--- src/rtl/gemm_c_writeback_packer_pkg.sv ---
// gemm_pkg: shared state type, lane geometry and size helper for C write-back
package gemm_pkg;
  typedef enum logic [1:0] {WB_IDLE, WB_RUN, WB_FLUSH, WB_DONE} wb_state_e;
  localparam int OutW = 32;
  localparam int BusW = 128;
  localparam int Lanes = BusW / OutW;
  function automatic int unsigned ceil_div(input int unsigned a, input int unsigned b);
    return (a + b - 1) / b;
  endfunction
endpackage

--- src/rtl/gemm_c_writeback_packer_if.sv ---
// gemm_c_writeback_packer_if: result stream in, SRAM C write port out
interface gemm_c_writeback_packer_if
  import gemm_pkg::*;
#(
  parameter int DW = OutW,
  parameter int BW = BusW,
  parameter int AW = 12
);
  logic          res_valid;
  logic          res_ready;
  logic [DW-1:0] res_data;
  logic [AW-1:0] sram_c_addr;
  logic [BW-1:0] sram_c_wdata;
  logic          sram_c_we;
  modport master (output res_valid, res_data, input res_ready, sram_c_addr, sram_c_wdata, sram_c_we);
  modport slave (input res_valid, res_data, output res_ready, sram_c_addr, sram_c_wdata, sram_c_we);
endinterface

--- src/rtl/gemm_c_writeback_packer_pack_reg.sv ---
// wb_pack_reg: lane register that merges beats into a word and emits it registered
module wb_pack_reg #(
  parameter int NL = 4,
  parameter int DW = 32,
  parameter int LW = 2
)(
  input  logic             clk_i,
  input  logic             rst_ni,
  input  logic             clr_i,
  input  logic             wr_i,
  input  logic             emit_i,
  input  logic [LW-1:0]    lane_i,
  input  logic [DW-1:0]    data_i,
  output logic [NL*DW-1:0] word_o,
  output logic             strobe_o
);
  logic [NL-1:0][DW-1:0] pack_q, merged;
  // current pack contents with the incoming beat dropped into its lane
  always_comb begin
    merged = pack_q;
    merged[lane_i] = data_i;
  end
  // accumulate beats; on emit publish the merged word and start the next one empty
  always_ff @(posedge clk_i) begin
    if (!rst_ni) begin
      pack_q   <= '0;
      word_o   <= '0;
      strobe_o <= 1'b0;
    end else begin
      strobe_o <= emit_i;
      if (emit_i) word_o <= merged;
      pack_q <= (clr_i || emit_i) ? '0 : wr_i ? merged : pack_q;
    end
  end
endmodule

--- src/rtl/gemm_c_writeback_packer.sv ---
// gemm_c_writeback_packer: packs row-major C results into bus words for SRAM C
module gemm_c_writeback_packer
  import gemm_pkg::*;
#(
  parameter int OutDataWidth  = OutW,
  parameter int C_BusWidth    = BusW,
  parameter int AddrWidth     = 12,
  parameter int SizeAddrWidth = 8,
  parameter int BaseAddr      = 0
)(
  input  logic                     clk_i,
  input  logic                     rst_ni,
  input  logic                     start_i,
  input  logic [SizeAddrWidth-1:0] M_size_i,
  input  logic [SizeAddrWidth-1:0] N_size_i,
  gemm_c_writeback_packer_if.slave bus,
  output logic                     busy_o,
  output logic                     done_o
);
  localparam int NL = C_BusWidth / OutDataWidth;
  localparam int LW = NL > 1 ? $clog2(NL) : 1;
  localparam int SW = SizeAddrWidth;
  wb_state_e state_q, state_d;
  logic [SW-1:0] m_q, m_d, n_q, n_d, r_q, r_d, c_q, c_d, stride_q, stride_d;
  logic [AddrWidth-1:0] addr_q;
  logic [2*SW-1:0] addr_full;
  logic [LW-1:0] lane;
  logic fire, last_c, last_r, emit, clr;
  assign fire      = state_q == WB_RUN && bus.res_valid;
  assign last_c    = c_q == n_q - SW'(1);
  assign last_r    = r_q == m_q - SW'(1);
  assign lane      = LW'(c_q % SW'(NL));
  assign emit      = fire && (last_c || lane == LW'(NL - 1));
  assign addr_full = (2*SW)'(BaseAddr) + {{SW{1'b0}}, r_q} * {{SW{1'b0}}, stride_q}
                   + {{SW{1'b0}}, c_q / SW'(NL)};
  // job sequencing and row/column walk over the accepted beats
  always_comb begin
    state_d  = state_q;
    m_d      = m_q;
    n_d      = n_q;
    r_d      = r_q;
    c_d      = c_q;
    stride_d = stride_q;
    clr      = 1'b0;
    case (state_q)
      WB_IDLE: if (start_i) begin
        if (M_size_i != '0 && N_size_i != '0) begin
          state_d  = WB_RUN;
          m_d      = M_size_i;
          n_d      = N_size_i;
          stride_d = SW'(ceil_div(32'(N_size_i), 32'(NL)));
          r_d      = '0;
          c_d      = '0;
          clr      = 1'b1;
        end else state_d = WB_DONE;
      end
      WB_RUN: if (fire) begin
        c_d = last_c ? '0 : c_q + SW'(1);
        r_d = last_c ? r_q + SW'(1) : r_q;
        if (last_c && last_r) state_d = WB_FLUSH;
      end
      WB_FLUSH: state_d = WB_DONE;
      default:  state_d = WB_IDLE;
    endcase
  end
  // state, counters and the address of the word being emitted
  always_ff @(posedge clk_i) begin
    if (!rst_ni) begin
      state_q  <= WB_IDLE;
      m_q      <= '0;
      n_q      <= '0;
      r_q      <= '0;
      c_q      <= '0;
      stride_q <= '0;
      addr_q   <= '0;
    end else begin
      state_q  <= state_d;
      m_q      <= m_d;
      n_q      <= n_d;
      r_q      <= r_d;
      c_q      <= c_d;
      stride_q <= stride_d;
      if (emit) addr_q <= AddrWidth'(addr_full);
    end
  end
  wb_pack_reg #(.NL(NL), .DW(OutDataWidth), .LW(LW)) u_pack (
    .clk_i    (clk_i),
    .rst_ni   (rst_ni),
    .clr_i    (clr),
    .wr_i     (fire),
    .emit_i   (emit),
    .lane_i   (lane),
    .data_i   (bus.res_data),
    .word_o   (bus.sram_c_wdata),
    .strobe_o (bus.sram_c_we)
  );
  assign bus.res_ready   = state_q == WB_RUN;
  assign bus.sram_c_addr = addr_q;
  assign busy_o          = state_q == WB_RUN || state_q == WB_FLUSH;
  assign done_o          = state_q == WB_DONE;
endmodule

--- src/flat_wrapper.sv ---
// flat-port wrapper written by rule: the top's interface ports become plain ports
module gemm_c_writeback_packer_flat import gemm_pkg::*;
#(
  parameter int OutDataWidth  = OutW,
  parameter int C_BusWidth    = BusW,
  parameter int AddrWidth     = 12,
  parameter int SizeAddrWidth = 8,
  parameter int BaseAddr      = 0
)
  (clk_i, rst_ni, start_i, M_size_i, N_size_i, busy_o, done_o, bus_res_valid, bus_res_data, bus_res_ready, bus_sram_c_addr, bus_sram_c_wdata, bus_sram_c_we);
  gemm_c_writeback_packer_if bus_i ();
  input  logic clk_i;
  input  logic rst_ni;
  input  logic start_i;
  input  logic [SizeAddrWidth-1:0] M_size_i;
  input  logic [SizeAddrWidth-1:0] N_size_i;
  output logic busy_o;
  output logic done_o;
  input wire logic [$bits(bus_i.res_valid)-1:0] bus_res_valid;
  input wire logic [$bits(bus_i.res_data)-1:0] bus_res_data;
  output wire logic [$bits(bus_i.res_ready)-1:0] bus_res_ready;
  output wire logic [$bits(bus_i.sram_c_addr)-1:0] bus_sram_c_addr;
  output wire logic [$bits(bus_i.sram_c_wdata)-1:0] bus_sram_c_wdata;
  output wire logic [$bits(bus_i.sram_c_we)-1:0] bus_sram_c_we;
  assign bus_i.res_valid = bus_res_valid;
  assign bus_i.res_data = bus_res_data;
  assign bus_res_ready = bus_i.res_ready;
  assign bus_sram_c_addr = bus_i.sram_c_addr;
  assign bus_sram_c_wdata = bus_i.sram_c_wdata;
  assign bus_sram_c_we = bus_i.sram_c_we;
  gemm_c_writeback_packer #(.OutDataWidth(OutDataWidth), .C_BusWidth(C_BusWidth), .AddrWidth(AddrWidth), .SizeAddrWidth(SizeAddrWidth), .BaseAddr(BaseAddr)) u_core (.clk_i(clk_i), .rst_ni(rst_ni), .start_i(start_i), .M_size_i(M_size_i), .N_size_i(N_size_i), .bus(bus_i), .busy_o(busy_o), .done_o(done_o));
endmodule
--- config.mk ---
export PLATFORM = sky130hd
export DESIGN_NAME = gemm_c_writeback_packer_flat
export DESIGN_NICKNAME = d
export VERILOG_FILES = /design/src/rtl/gemm_c_writeback_packer_pkg.sv /design/src/rtl/gemm_c_writeback_packer_if.sv /design/src/rtl/gemm_c_writeback_packer_pack_reg.sv /design/src/rtl/gemm_c_writeback_packer.sv /design/src/flat_wrapper.sv
export SDC_FILE = /design/constraint.sdc
export NUM_CORES = 1
export LEC_CHECK = 0
export CORE_ASPECT_RATIO = 0.5
export CORE_MARGIN = 5
export CORE_UTILIZATION = 40
export CTS_CLUSTER_DIAMETER = 50
export DETAILED_ROUTE_END_ITERATION = 12
export GPL_TIMING_DRIVEN = 0
export SYNTH_ARGS = -nofsm -noshare
export SYNTH_HDL_FRONTEND = slang
export SYNTH_SLANG_ARGS = --single-unit
--- constraint.sdc ---
create_clock -name clk_i -period 9.5 [get_ports clk_i]
set_clock_uncertainty 0.05 [all_clocks]
set_input_delay 0.95 -clock clk_i [delete_from_list [all_inputs] [get_ports clk_i]]
set_output_delay 0.95 -clock clk_i [all_outputs]
set_load 0.01 [all_outputs]
# ---- After elaboration in Yosys (flattened, before gate mapping)
# Cells that the tools add are included.
dict set report op_classes {
  bitwise_logic 1
  multipliers 1
  n_mux 19
  n_lt_le_gt_ge 2
  n_addsub 7
  n_reduce_logical 17
  n_eq_ne 11
}
# op n
set op_table {}
lappend op_table {{$bwmux 128} 1}
lappend op_table {{$demux 32 s2} 1}
lappend op_table {{$mux 8} 6}
lappend op_table {{$mux 32} 1}
lappend op_table {{$pmux 8 s2} 2}
lappend op_table {{$add 8x1->8 const B} 2}
lappend op_table {{$eq 8x8->1} 2}
lappend op_table {{$reduce_bool 8->1} 2}
lappend op_table {{$sub 8x1->8 const B} 2}
lappend op_table {{$add 12x6->12} 1}
lappend op_table {{$mul 8x8->12} 1}
lappend op_table {{$sub 10x1->10 const B} 1}
lappend op_table {{$add 8x3->9 const B} 1}
lappend op_table {{$mux 2} 4}
lappend op_table {{$ne 2x1->1 const B} 4}
lappend op_table {{$eq 2x2->1 const B} 3}
lappend op_table {{$pmux 2 s3} 1}
lappend op_table {{$reduce_and 3->1} 2}
lappend op_table {{$logic_and 1x1->1} 5}
lappend op_table {{$reduce_and 5->1} 1}
lappend op_table {{$reduce_and 4->1} 1}
lappend op_table {{$logic_or 1x1->1} 3}
lappend op_table {{$lt 2x3->1 const B} 1}
lappend op_table {{$mux 1} 3}
lappend op_table {{7 further kinds} 7}
dict set report word_totals {
  register_bits 311
  out_inout_bits 144
  wordCells 71
  input_bits 52
}

# ---- Longest topological paths before layout
# Gate-level depths: netlist of the first run.
dict set report depth {
  depth_word 7
  ltp_mapped 19
  depth_no_buf 17
}

# ---- By module
# From an unflattened synthesis of the first run, not the netlist that was laid out.
dict set report unflattened {
  hier_cells 1816
  hier_area_um2 17425.5
}
# module area_each_um2 instances seq_area_each_um2 cells_per_inst
set by_module_without_submodules {}
lappend by_module_without_submodules {wb_pack_reg 12699.7 1 5144.9 1231}
lappend by_module_without_submodules {gemm_c_writeback_packer 4725.8 1 1061.0 585}

# ---- Worst setup path before layout of the first run
# No wires, ideal clock.
dict set report synth_timing {
  path_kind {register to register}
  startpoint {register u_core.r_q[2]}
  endpoint {register u_core.addr_q[11] (netlist: u_core.bus.sram_c_addr[11])}
  n_path_buf 2
  path_slack_ns 5.126
  setup_ns 0.091
  stages_incl_launch_ff 16
  t_required_ns 9.359
  period_less_slack_ns 4.374
  arrival_time_ns 4.233
  path_cell_list {dfxtp_1 clkbuf_1 clkbuf_1 and2_1 fa_1 fa_1 fa_1 inv_1 fa_1 inv_1 ha_1 nand2_1 a21oi_1 nor4_1 or3_1 a311oi_1}
}
dict set report synth_via {
  elab_chain_len 2
}
# item line
set synth_lines {}
lappend synth_lines {{from (decl)} gemm_c_writeback_packer.sv:24} ;# logic [SW-1:0] m_q, m_d, n_q, n_d, r_q, r_d, c_q, c_d, stride_q, stride_d;
lappend synth_lines {{from (signal assigned)} gemm_c_writeback_packer.sv:80} ;# r_q <= r_d;
lappend synth_lines {{$mul 8x8->12} gemm_c_writeback_packer.sv:34} ;# assign addr_full = (2*SW)'(BaseAddr) + {{SW{1'b0}}, r_q} * {{SW{1'b0}}, stride_q}
lappend synth_lines {{$add 12x6->12} gemm_c_writeback_packer.sv:35} ;# + {{SW{1'b0}}, c_q / SW'(NL)};
lappend synth_lines {{to (signal assigned)} gemm_c_writeback_packer.sv:83} ;# if (emit) addr_q <= AddrWidth'(addr_full);
lappend synth_lines {{to (decl)} gemm_c_writeback_packer.sv:25} ;# logic [AddrWidth-1:0] addr_q;
# Every way passes these cells.
# A chain may end at the register's enable or synchronous reset.

# ---- Worst setup path in the final report of the first run
# Ends and elaborated chain as after synthesis.

==> out/metrics.csv, run 1 <==
stage,metric,value,unit
clocking,H-tree Lvls,1,
setup_path,CP endpoint kind,flip-flop,
logic_synthesis,Post-synth ARST share,0,
routing,DRC viols,0,
setup_path,cell mode on critical path,fa_1,
floorplanning,num ports,196,
status,outcome,finished clean,
clocking,clock transition at the registers of the reported paths,70,ps
setup_path,CP max FO,10,
place,dpl cells,2498,
floorplanning,initial core utilization,0.4055,
logic_synthesis,Synth cell types,67,
min_path,Hold WC Path Type,flip-flop to flip-flop,
floorplanning,die height,153.2,um
timing,maximum clock frequency,201.5,MHz
logic_synthesis,cells after synthesis,1798,
clocking,clk root buf,clkbuf_16,
timing,slew margin rel.,0.3375,
setup_path,Critical Path Max Stage Delay,560,ps
floorplanning,Die Area,45420,um2
grt,global-route wire length before repair,76.05,mm
layout,post-route insts no fill,2556,
power,total power,0.003469,W
setup_path,critical-path cell list,clkbuf_1 > clkbuf_1 > and2_1 > fa_1 > fa_1 > fa_1 > inv_1 > fa_1 > inv_1 > ha_1 > nand2_1 > a21oi_1 > nor4_1 > or3_1 > a311oi_1,
clocking,# Post-CTS Setup Buffers,0,
setup_path,Slowest cell on crit path,fa_1,
power,Static Leak,6.727,nW
grt,GRT Resource Usage Total,0.2086,
logic_synthesis,top cell type's share of synthesized area,0.3794,
logic_synthesis,post-synthesis cell area,16410,um2
logic_synthesis,Synth Net Count,1925,
logic_synthesis,post-synthesis sequential area ratio,0.3794,
setup_path,crit path kind,flip-flop to flip-flop,
timing,worst slew pin tran,993.8,ps
logic_synthesis,"EDFF count, synth",0,
timing,Hold Fails Final Rpt,0,
clocking,"Clk Latency, worst-skew pair",590,ps
place,port bufs,160,
setup_path,reg2reg setup slack,4540,ps
routing,via-per-instance ratio,5.230,
routing,average wire per standard cell,19.22,um
routing,Routed WL,49.13,mm
floorplanning,die width,296.5,um
clocking,post-CTS sizing,0,
power,Peak VDD IR,0.1340,mV
logic_synthesis,synthesized flop and latch total,311,
grt,vias in the first global route,12890,
logic_synthesis,Mapped Avg Cell Area,9.127,um2
grt,initial antenna violation count,1,
timing,final setup vio count,0,
logic_synthesis,top_reg_cell synth,dfxtp_1,
setup_path,CP required,9950,ps
timing,RSZ-0062 raised after global routing,no,
place,detailed placement HPWL,36.57,mm
layout,Antenna diodes,0,
setup_path,WP data arrival,5410,ps
clocking,clk buf depth,3,
clocking,# hold bufs at CTS,0,
grt,Overflow after GRT,0,
job,Max Cap Violations,0,
timing,Final Slew Violations,0,
timing,period utilization,0.5223,
logic_synthesis,Yosys warning total,0,
timing,minimum clock period,4962,ps
routing,first drt pass iteration count,5,
logic_synthesis,synth top area cells,"dfxtp_1 38%, mux2i_1 9.3%, a211oi_2 7.6%",
floorplanning,Site Rows,52,
layout,Area Growth Syn to Fin,20.59,%
clocking,CTS tree,built,
timing,setup tns final,0,ps
routing,Routed Antenna Nets,0,
clocking,TritonCTS Sinks,311,
routing,DRT iter0 DRCs,883,
clocking,Num CTS Buffers,31,
setup_path,Startpoint Class,flip-flop,
logic_synthesis,cell accounting for the most synthesized area,dfxtp_1,
layout,layout net count,2118,
layout,layout cells sized above 1,0.1483,
place,GPL Wtd Cong,0.8352,
logic_synthesis,dominant cell by count in the synthesized netlist,dfxtp_1,
floorplanning,core region area,40470,um2
logic_synthesis,synth cell count leaders,"311 x dfxtp_1, 303 x nand2_1, 152 x mux2i_1",
power,power density over the cells,175.3,nW/um2
grt,largest net degree at the start of global routing,17,
routing,via count,13369,
-- cell families (layout without fill, tap and decap cells) --
group / Yosys count / count (layout) / synth area share
AO/OA/AOI/OAI: 343 / 343 / 0.1685
XOR/XNOR: 48 / 48 / 0.02562
adder cells (fa/ha/maj): 75 / 75 / 0.07411
buffers and inverters: 265 / 483 / 0.07091
flip-flops: 311 / 311 / 0.3794
multiplexers: 153 / 153 / 0.09408
AND/OR/NAND/NOR: 603 / 603 / 0.1874
-- layer usage --
layer	up-vias	global-route usage	wire length [um]
li1	6539	-	-
met1	6509	0.2847	22160
met2	276	0.3602	24030
met3	45	0.02914	2238
met4	0	0.03330	707
met5	-	0	0
-- path summary, 6_finish.rpt --
check | start | to | cells after the start
worst max-delay path | u_core.r_q[2]$_SDFFE_PN0P_ | u_core.bus.sram_c_addr[11]$_SDFFE_PN0P_ | 15
worst min-delay path | u_core.u_pack.pack_q[26]$_SDFFE_PP0P_ | u_core.u_pack.pack_q[26]$_SDFFE_PP0P_ | 2
worst min register to register | u_core.u_pack.pack_q[26]$_SDFFE_PP0P_ | u_core.u_pack.pack_q[26]$_SDFFE_PP0P_ | 2
worst max register to register | u_core.r_q[2]$_SDFFE_PN0P_ | u_core.bus.sram_c_addr[11]$_SDFFE_PN0P_ | 15
-- metrics by stage --
step	hold WS [ps]	worst slack [ps]	utilization	area [um2]
finish	403.5	4538	0.4890	19790
global route	414.8	4163	0.4890	19790
CTS	404.4	4507	0.4890	19790
detailed placement	395.6	4556	0.4618	18690
global placement	390.5	4568	0.4618	18690
floorplan	384.9	5126	-	16410
-- placed cells by master (no fill, tap or decap), types with 8 or more instances in the layout --
| cell type | netlist | routed |
|---|---|---|
| a21oi_2 | 20 | 20 |
| a211oi_1 | 35 | 35 |
| nand3_1 | 18 | 18 |
| nor2_1 | 42 | 42 |
| mux2i_1 | 152 | 152 |
| xnor2_1 | 33 | 33 |
| nor3_2 | 60 | 60 |
| a21oi_1 | 137 | 137 |
| buf_4 | 26 | 26 |
| buf_2 | 14 | 14 |
| ha_1 | 38 | 38 |
| buf_1 | 40 | 40 |
| clkbuf_16 | 0 | 31 |
| fa_1 | 37 | 37 |
| clkbuf_1 | 96 | 100 |
| and2_1 | 39 | 39 |
| and3_1 | 8 | 8 |
| inv_1 | 80 | 80 |
| dfxtp_1 | 311 | 311 |
| clkdlybuf4s50_1 | 0 | 160 |
| xor2_1 | 15 | 15 |
| a211oi_2 | 100 | 100 |
| nand2_1 | 303 | 303 |
| o21ai_0 | 19 | 19 |
| nor3_1 | 86 | 86 |
| clkbuf_8 | 0 | 9 |
-- worst max-delay path: cells and delay by family (launching register included) --
family	cells	cell delay (ps)
DFF	1	310
and+or+nand+nor	4	810
AOI/OAI and AO/OA	2	470
buffers and inverters	4	820
adders and majority gates	5	2410
-- report_power, final --
| group | switching (W) | internal (W) |
|---|---|---|
| clock network | 0.000575 | 0.000737 |
| logic | 0.000484 | 0.000286 |
| registers | 0.0000423 | 0.00134 |
-- cell type report --
class                   instances  area [um2]
fillers                      3874       20680
flip-flops and latches        311        6226
clock inverters                14       186.4
plain buffers                 184       859.6
repair buffers                160        1602
inverters                      81       304.0
multi-input cells            1222        9021
clock buffers                  44       914.6
well taps                     540       675.6
-- registers in the layout, indices dropped and copies added (netlist names) --
signal,cells
u_core.u_pack.pack_q,128
u_core.u_pack.word_o,128
u_core.c_q,8
u_core.m_q,8
u_core.u_pack.strobe_o,1
u_core.r_q,8
u_core.bus.sram_c_addr,12
u_core.stride_q,8
u_core.n_q,8
u_core.state_q,2
No activity file was read; power rests on OpenSTA's default activity.
==> run 2, diff against run 1 <==
Clock period 9.5 ns to 4.5 ns, I/O delays scaled along.
==> out/metrics.csv, run 2 (synthesis results as in run 1) <==
stage,metric,value,unit,change
timing,final setup vio count,0,,unchanged
clocking,TritonCTS Sinks,311,,unchanged
timing,period utilization,0.9671,,+0.4447
routing,DRC viols,0,,unchanged
setup_path,Crit path depth,13,,-2
routing,first drt pass iteration count,5,,unchanged
layout,"most common cell after layout, fill and taps aside",nand2_1,,
setup_path,r2r startpoint,u_core.r_q[2]$_SDFFE_PN0P_,,
setup_path,reg2reg setup slack,150,ps,-4390 ps
setup_path,Slowest cell on crit path,fa_1,,
floorplanning,die width,296.5,um,unchanged
setup_path,CP endpoint kind,flip-flop,,
setup_path,CP required,4950,ps,-5000 ps
layout,Antenna diodes,0,,unchanged
power,Peak VDD IR,0.2828,mV,+110%
timing,minimum clock period,4352,ps,-610.4 ps
status,outcome,finished clean,,
grt,initial antenna violation count,1,,unchanged
floorplanning,die height,153.2,um,unchanged
setup_path,"delay-heaviest family, CP",adder cells,,
routing,via-per-instance ratio,5.254,,+0.46%
place,detailed placement HPWL,36.57,mm,unchanged
clocking,clock transition at the registers of the reported paths,70,ps,about the same
floorplanning,Die Area,45420,um2,unchanged
floorplanning,core region area,40470,um2,unchanged
routing,Routed WL,49.29,mm,+0.32%
layout,Final Cell Area,19900,um2,+0.56%
timing,setup tns final,0,ps,unchanged
clocking,clk root buf,clkbuf_16,,
grt,largest net degree at the start of global routing,17,,unchanged
layout,layout cells sized above 1,0.1616,,+0.01330
min_path,Hold Path Cell Cnt,3,,+1
place,pre-CTS setup slack,-444.4,ps,-5000 ps
clocking,CTS tree,built,,
setup_path,Buf/Inv on CP,3,,-1
grt,GRT Resource Usage Total,0.2086,,unchanged
min_path,Hold WC Path Type,input port to flip-flop,,
routing,via count,13404,,+0.26%
timing,worst hold margin,218.9,ps,-184.7 ps
routing,average wire per standard cell,19.32,um,+0.52%
setup_path,crit path kind,flip-flop to flip-flop,,
setup_path,critical-path cell list,buf_6 > and2_1 > fa_1 > fa_1 > fa_1 > inv_1 > fa_1 > inv_1 > ha_1 > or2_2 > nor4_4 > o21ai_1 > a311oi_2,,
floorplanning,num ports,196,,unchanged
routing,Routed Antenna Nets,0,,unchanged
clocking,Num CTS Buffers,31,,unchanged
timing,final setup margin,148.2,ps,-4390 ps
setup_path,CP max FO,10,,unchanged
grt,global-route wire length before repair,76.06,mm,about the same
place,port bufs,160,,unchanged
grt,Overflow after GRT,0,,unchanged
setup_path,Reg-to-Reg End,u_core.bus.sram_c_addr[11]$_SDFFE_PN0P_,,
setup_path,Startpoint Class,flip-flop,,
place,GPL Wtd Cong,0.8352,,unchanged
setup_path,CP Launch Point,u_core.r_q[2]$_SDFFE_PN0P_,,
routing,DRT iter0 DRCs,860,,-2.6%
clocking,# Post-CTS Setup Buffers,0,,unchanged
setup_path,Critical Path End,u_core.bus.sram_c_addr[11]$_SDFFE_PN0P_,,
setup_path,WP data arrival,4810,ps,-600 ps
layout,layout net count,2113,,-0.24%
layout,most frequent cells in the layout,"303 x nand2_1, 298 x dfxtp_1, 160 x clkdlybuf4s50_1",,
setup_path,Critical Path Max Stage Delay,550,ps,about the same
grt,vias in the first global route,12897,,+0.054%
layout,Area Growth Syn to Fin,21.26,%,
place,"Cell Area, Placed",18690,um2,unchanged
layout,Fillers,3868,,-0.15%
timing,Hold Fails Final Rpt,0,,unchanged
power,Static Leak,6.769,nW,+0.63%
job,Max Cap Violations,0,,unchanged
floorplanning,Site Rows,52,,unchanged
floorplanning,initial core utilization,0.4055,,unchanged
power,power density over the cells,367.8,nW/um2,+110%
clocking,H-tree Lvls,1,,unchanged
setup_path,Reg2Reg Depth,13,,-2
timing,slew margin rel.,0.3295,,-0.007925
setup_path,cell mode on critical path,fa_1,,
clocking,"Clk Latency, worst-skew pair",590,ps,about the same
timing,maximum clock frequency,229.8,MHz,+14%
timing,Final Slew Violations,0,,unchanged
clocking,clk buf depth,3,,unchanged
timing,worst slew pin tran,1006,ps,+11.89 ps
==> run 2: power by group <==
part           internal, W  switching (W)  total (W)
registers          0.00284      0.0000978    0.00294
logic             0.000603        0.00101    0.00161
clock network      0.00156        0.00121    0.00277
total              0.00500        0.00232    0.00732
==> run 2: per-stage QoR <==
stage | total power (W) | cells | utilization
global route | 0.007620 | 2551 | 0.4917
detailed placement | 0.004604 | 2498 | 0.4618
CTS | 0.007351 | 2552 | 0.4895
finish | 0.007319 | 2551 | 0.4917
floorplan | 0.004150 | 1798 | -
global placement | 0.004596 | 2498 | 0.4618
==> run 2: what timing repair did <==
action / CTS / global route
pin swaps: 0 / 7
setup endpoints to repair: 3 / 3
hold buffers: 0 / 0
resized for setup: 17 / 35
==> run 2: per-layer routing <==
| layer | vias to the layer above | GRT usage | routed length, um |
|---|---|---|---|
| li1 | 6522 | - | - |
| met1 | 6561 | 0.2844 | 21990 |
| met2 | 274 | 0.3605 | 24180 |
| met3 | 47 | 0.02914 | 2411 |
| met4 | 0 | 0.03330 | 706 |
| met5 | - | 0 | 0 |
==> run 2: cell type report <==
type | count | area (um2) | area share
well taps | 540 | 675.6 | 0.03395
clock buffers | 44 | 914.6 | 0.04596
inverters | 81 | 304.0 | 0.01528
multi-input cells | 1222 | 9092 | 0.4569
plain buffers | 179 | 878.3 | 0.04414
clock inverters | 14 | 186.4 | 0.009368
flip-flops and latches | 311 | 6247 | 0.3139
repair buffers | 160 | 1602 | 0.08048
==> run 2: tightest hold or removal path: stages <==
cell	delay, ps
buf_1	200
nand2_1	110
a21oi_1	60
==> run 2: how the worst min path moves through the flow <==
stage,from,to,slack (ps)
after floorplan,u_core.u_pack.pack_q[0]$_SDFFE_PP0P_,u_core.u_pack.pack_q[0]$_SDFFE_PP0P_,380
after global placement,u_core.u_pack.pack_q[32]$_SDFFE_PP0P_,u_core.u_pack.pack_q[32]$_SDFFE_PP0P_,390
after detailed placement,u_core.u_pack.pack_q[99]$_SDFFE_PP0P_,u_core.u_pack.pack_q[99]$_SDFFE_PP0P_,400
after CTS,bus_res_data[11],u_core.u_pack.pack_q[107]$_SDFFE_PP0P_,200
after global routing,bus_res_data[12],u_core.u_pack.pack_q[44]$_SDFFE_PP0P_,230
final,bus_res_data[11],u_core.u_pack.pack_q[107]$_SDFFE_PP0P_,220
==> run 3, diff against run 2 <==
Settings changed: PLACE_DENSITY set to 0.73.
==> out/metrics.csv, run 3 (synthesis results as in run 1) <==
stage,metric,value,unit,change
floorplanning,num ports,196,,unchanged
status,outcome,finished clean,,
grt,largest net degree at the start of global routing,16,,-1
routing,average wire per standard cell,18.38,um,-4.8%
setup_path,CP required,4870,ps,-80 ps
routing,M1 WL,19.17,mm,-13%
routing,met3 WL,2.475,mm,+2.7%
routing,via-per-instance ratio,5.345,,+1.7%
setup_path,CP max FO,10,,unchanged
layout,Fillers,3753,,-3.0%
setup_path,CP endpoint kind,flip-flop,,
timing,final setup vio count,0,,unchanged
clocking,clk buf depth,3,,unchanged
setup_path,WP data arrival,4720,ps,-90 ps
grt,vias in the first global route,13382,,+3.8%
clocking,H-tree Lvls,1,,unchanged
timing,maximum clock frequency,230.2,MHz,+0.17%
routing,Routed WL,46.75,mm,-5.1%
grt,initial antenna violation count,1,,unchanged
setup_path,Startpoint Class,flip-flop,,
timing,period utilization,0.9654,,-0.001627
grt,global-route wire length before repair,74.44,mm,-2.1%
floorplanning,Site Rows,52,,unchanged
layout,"most common cell after layout, fill and taps aside",nand2_1,,
setup_path,"delay-heaviest family, CP",adder cells,,
clocking,TritonCTS Sinks,311,,unchanged
timing,Final Slew Violations,0,,unchanged
place,port bufs,160,,unchanged
setup_path,r2r startpoint,u_core.r_q[1]$_SDFFE_PN0P_,,
setup_path,Slowest cell on crit path,fa_1,,
clocking,clk root buf,clkbuf_16,,
routing,first drt pass iteration count,5,,unchanged
setup_path,crit path kind,flip-flop to flip-flop,,
setup_path,Buf/Inv on CP,4,,+1
routing,Highest Signal Layer,met4,,
layout,layout cells sized above 1,0.1558,,-0.005767
routing,Routed Antenna Nets,0,,unchanged
min_path,hold path startpoint,bus_res_data[8],,
floorplanning,die height,153.2,um,unchanged
timing,setup tns final,0,ps,unchanged
power,Static Leak,6.676,nW,-1.4%
clocking,# hold bufs at CTS,0,,unchanged
routing,DRC viols,0,,unchanged
grt,GRT Resource Usage Total,0.2009,,-0.007687
min_path,Hold WC Path Type,input port to flip-flop,,
routing,via count,13593,,+1.4%
floorplanning,Die Area,45420,um2,unchanged
clocking,"Clk Latency, worst-skew pair",570,ps,-20 ps
grt,Overflow after GRT,0,,unchanged
floorplanning,core region area,40470,um2,unchanged
power,power density over the cells,353.3,nW/um2,-3.9%
clocking,clock transition at the registers of the reported paths,70,ps,about the same
routing,metal2 WL,23.68,mm,-2.0%
job,Max Cap Violations,0,,unchanged
place,detailed placement HPWL,35.23,mm,-3.7%
timing,minimum clock period,4344,ps,-7.323 ps
power,Peak VDD IR,0.3085,mV,+9.1%
setup_path,cell mode on critical path,fa_1,,
layout,Area Growth Syn to Fin,20.04,%,
setup_path,critical-path cell list,buf_4 > and2_1 > fa_1 > fa_1 > fa_1 > inv_1 > fa_1 > inv_1 > ha_4 > nand2_2 > a21oi_4 > buf_4 > or4_1 > o211ai_1 > a21oi_1,,
clocking,CTS tree,built,,
place,GPL Wtd Cong,0.8709,,+4.3%
setup_path,Critical Path Max Stage Delay,550,ps,about the same
clocking,Num CTS Buffers,29,,-6.5%
timing,Hold Fails Final Rpt,0,,unchanged
layout,final core occ,0.4868,,-0.004947
timing,worst slew pin tran,929.5,ps,-76.17 ps
floorplanning,die width,296.5,um,unchanged
layout,most frequent cells in the layout,"302 x nand2_1, 300 x dfxtp_1, 160 x clkdlybuf4s50_1",,
timing,slew margin rel.,0.3803,,+0.05078
routing,DRT iter0 DRCs,991,,+15%
floorplanning,initial core utilization,0.4055,,unchanged
setup_path,CP Launch Point,u_core.r_q[1]$_SDFFE_PN0P_,,
layout,layout net count,2111,,-0.095%
## run 3: timing repair
action,CTS,global route
cloned,0,0
buffers inserted,0,1
resized for setup,15,31
pin swaps,0,7
setup endpoints to repair,3,3
## run 3: power breakdown
| part | switching [W] | internal [W] | leakage [nW] | total [W] |
|---|---|---|---|---|
| clock | 0.00108 | 0.00134 | 0.445 | 0.00243 |
| combinational | 0.000994 | 0.000601 | 3.72 | 0.00159 |
| sequential | 0.0000973 | 0.00284 | 2.51 | 0.00294 |
| total | 0.00218 | 0.00478 | 6.68 | 0.00696 |
## run 3: final cells by class
class                   instances  area [um2]  share of cell area
plain buffers                 178       859.6             0.04363
clock inverters                 7       80.08            0.004065
well taps                     540       675.6             0.03430
flip-flops and latches        311        6245              0.3170
repair buffers                161        1609             0.08168
clock buffers                  42       834.6             0.04236
diodes                          1       2.502           0.0001270
inverters                      81       304.0             0.01543
multi-input cells            1222        9090              0.4614
## run 3: routing by layer
metal  vias up  global-route usage
li1       6509                   -
met1      6655              0.2519
met2       358              0.3578
met3        71             0.02958
met4         0             0.06282
met5         -                   0
## run 3: stage by stage
| step | cell area, um2 | instances | setup WS (ps) | power [W] | hold WS (ps) |
|---|---|---|---|---|---|
| finish | 19700 | 2543 | 155.5 | 0.006959 | 233.1 |
| global route | 19700 | 2543 | -45.31 | 0.007223 | 257.0 |
| CTS | 19620 | 2542 | 6.781 | 0.006953 | 217.5 |
| detailed placement | 18690 | 2498 | -380.1 | 0.004564 | 395.8 |
| global placement | 18690 | 2498 | -348.7 | 0.004540 | 390.5 |
| floorplan | 16410 | 1798 | 125.7 | 0.004150 | 384.9 |
## run 3: worst paths after layout
kind                                       endpoint  slack [ps]  cells after the start
max reg2reg  u_core.bus.sram_c_addr[9]$_SDFFE_PN0P_         160                     15
min reg2reg   u_core.u_pack.pack_q[81]$_SDFFE_PP0P_         400                      2
min          u_core.u_pack.pack_q[104]$_SDFFE_PP0P_         230                      3
max          u_core.bus.sram_c_addr[9]$_SDFFE_PN0P_         160                     15
## run 3: worst min-delay path, cell delays in order
cell	delay [ps]
buf_1	190
nand2_1	100
a21oi_1	60
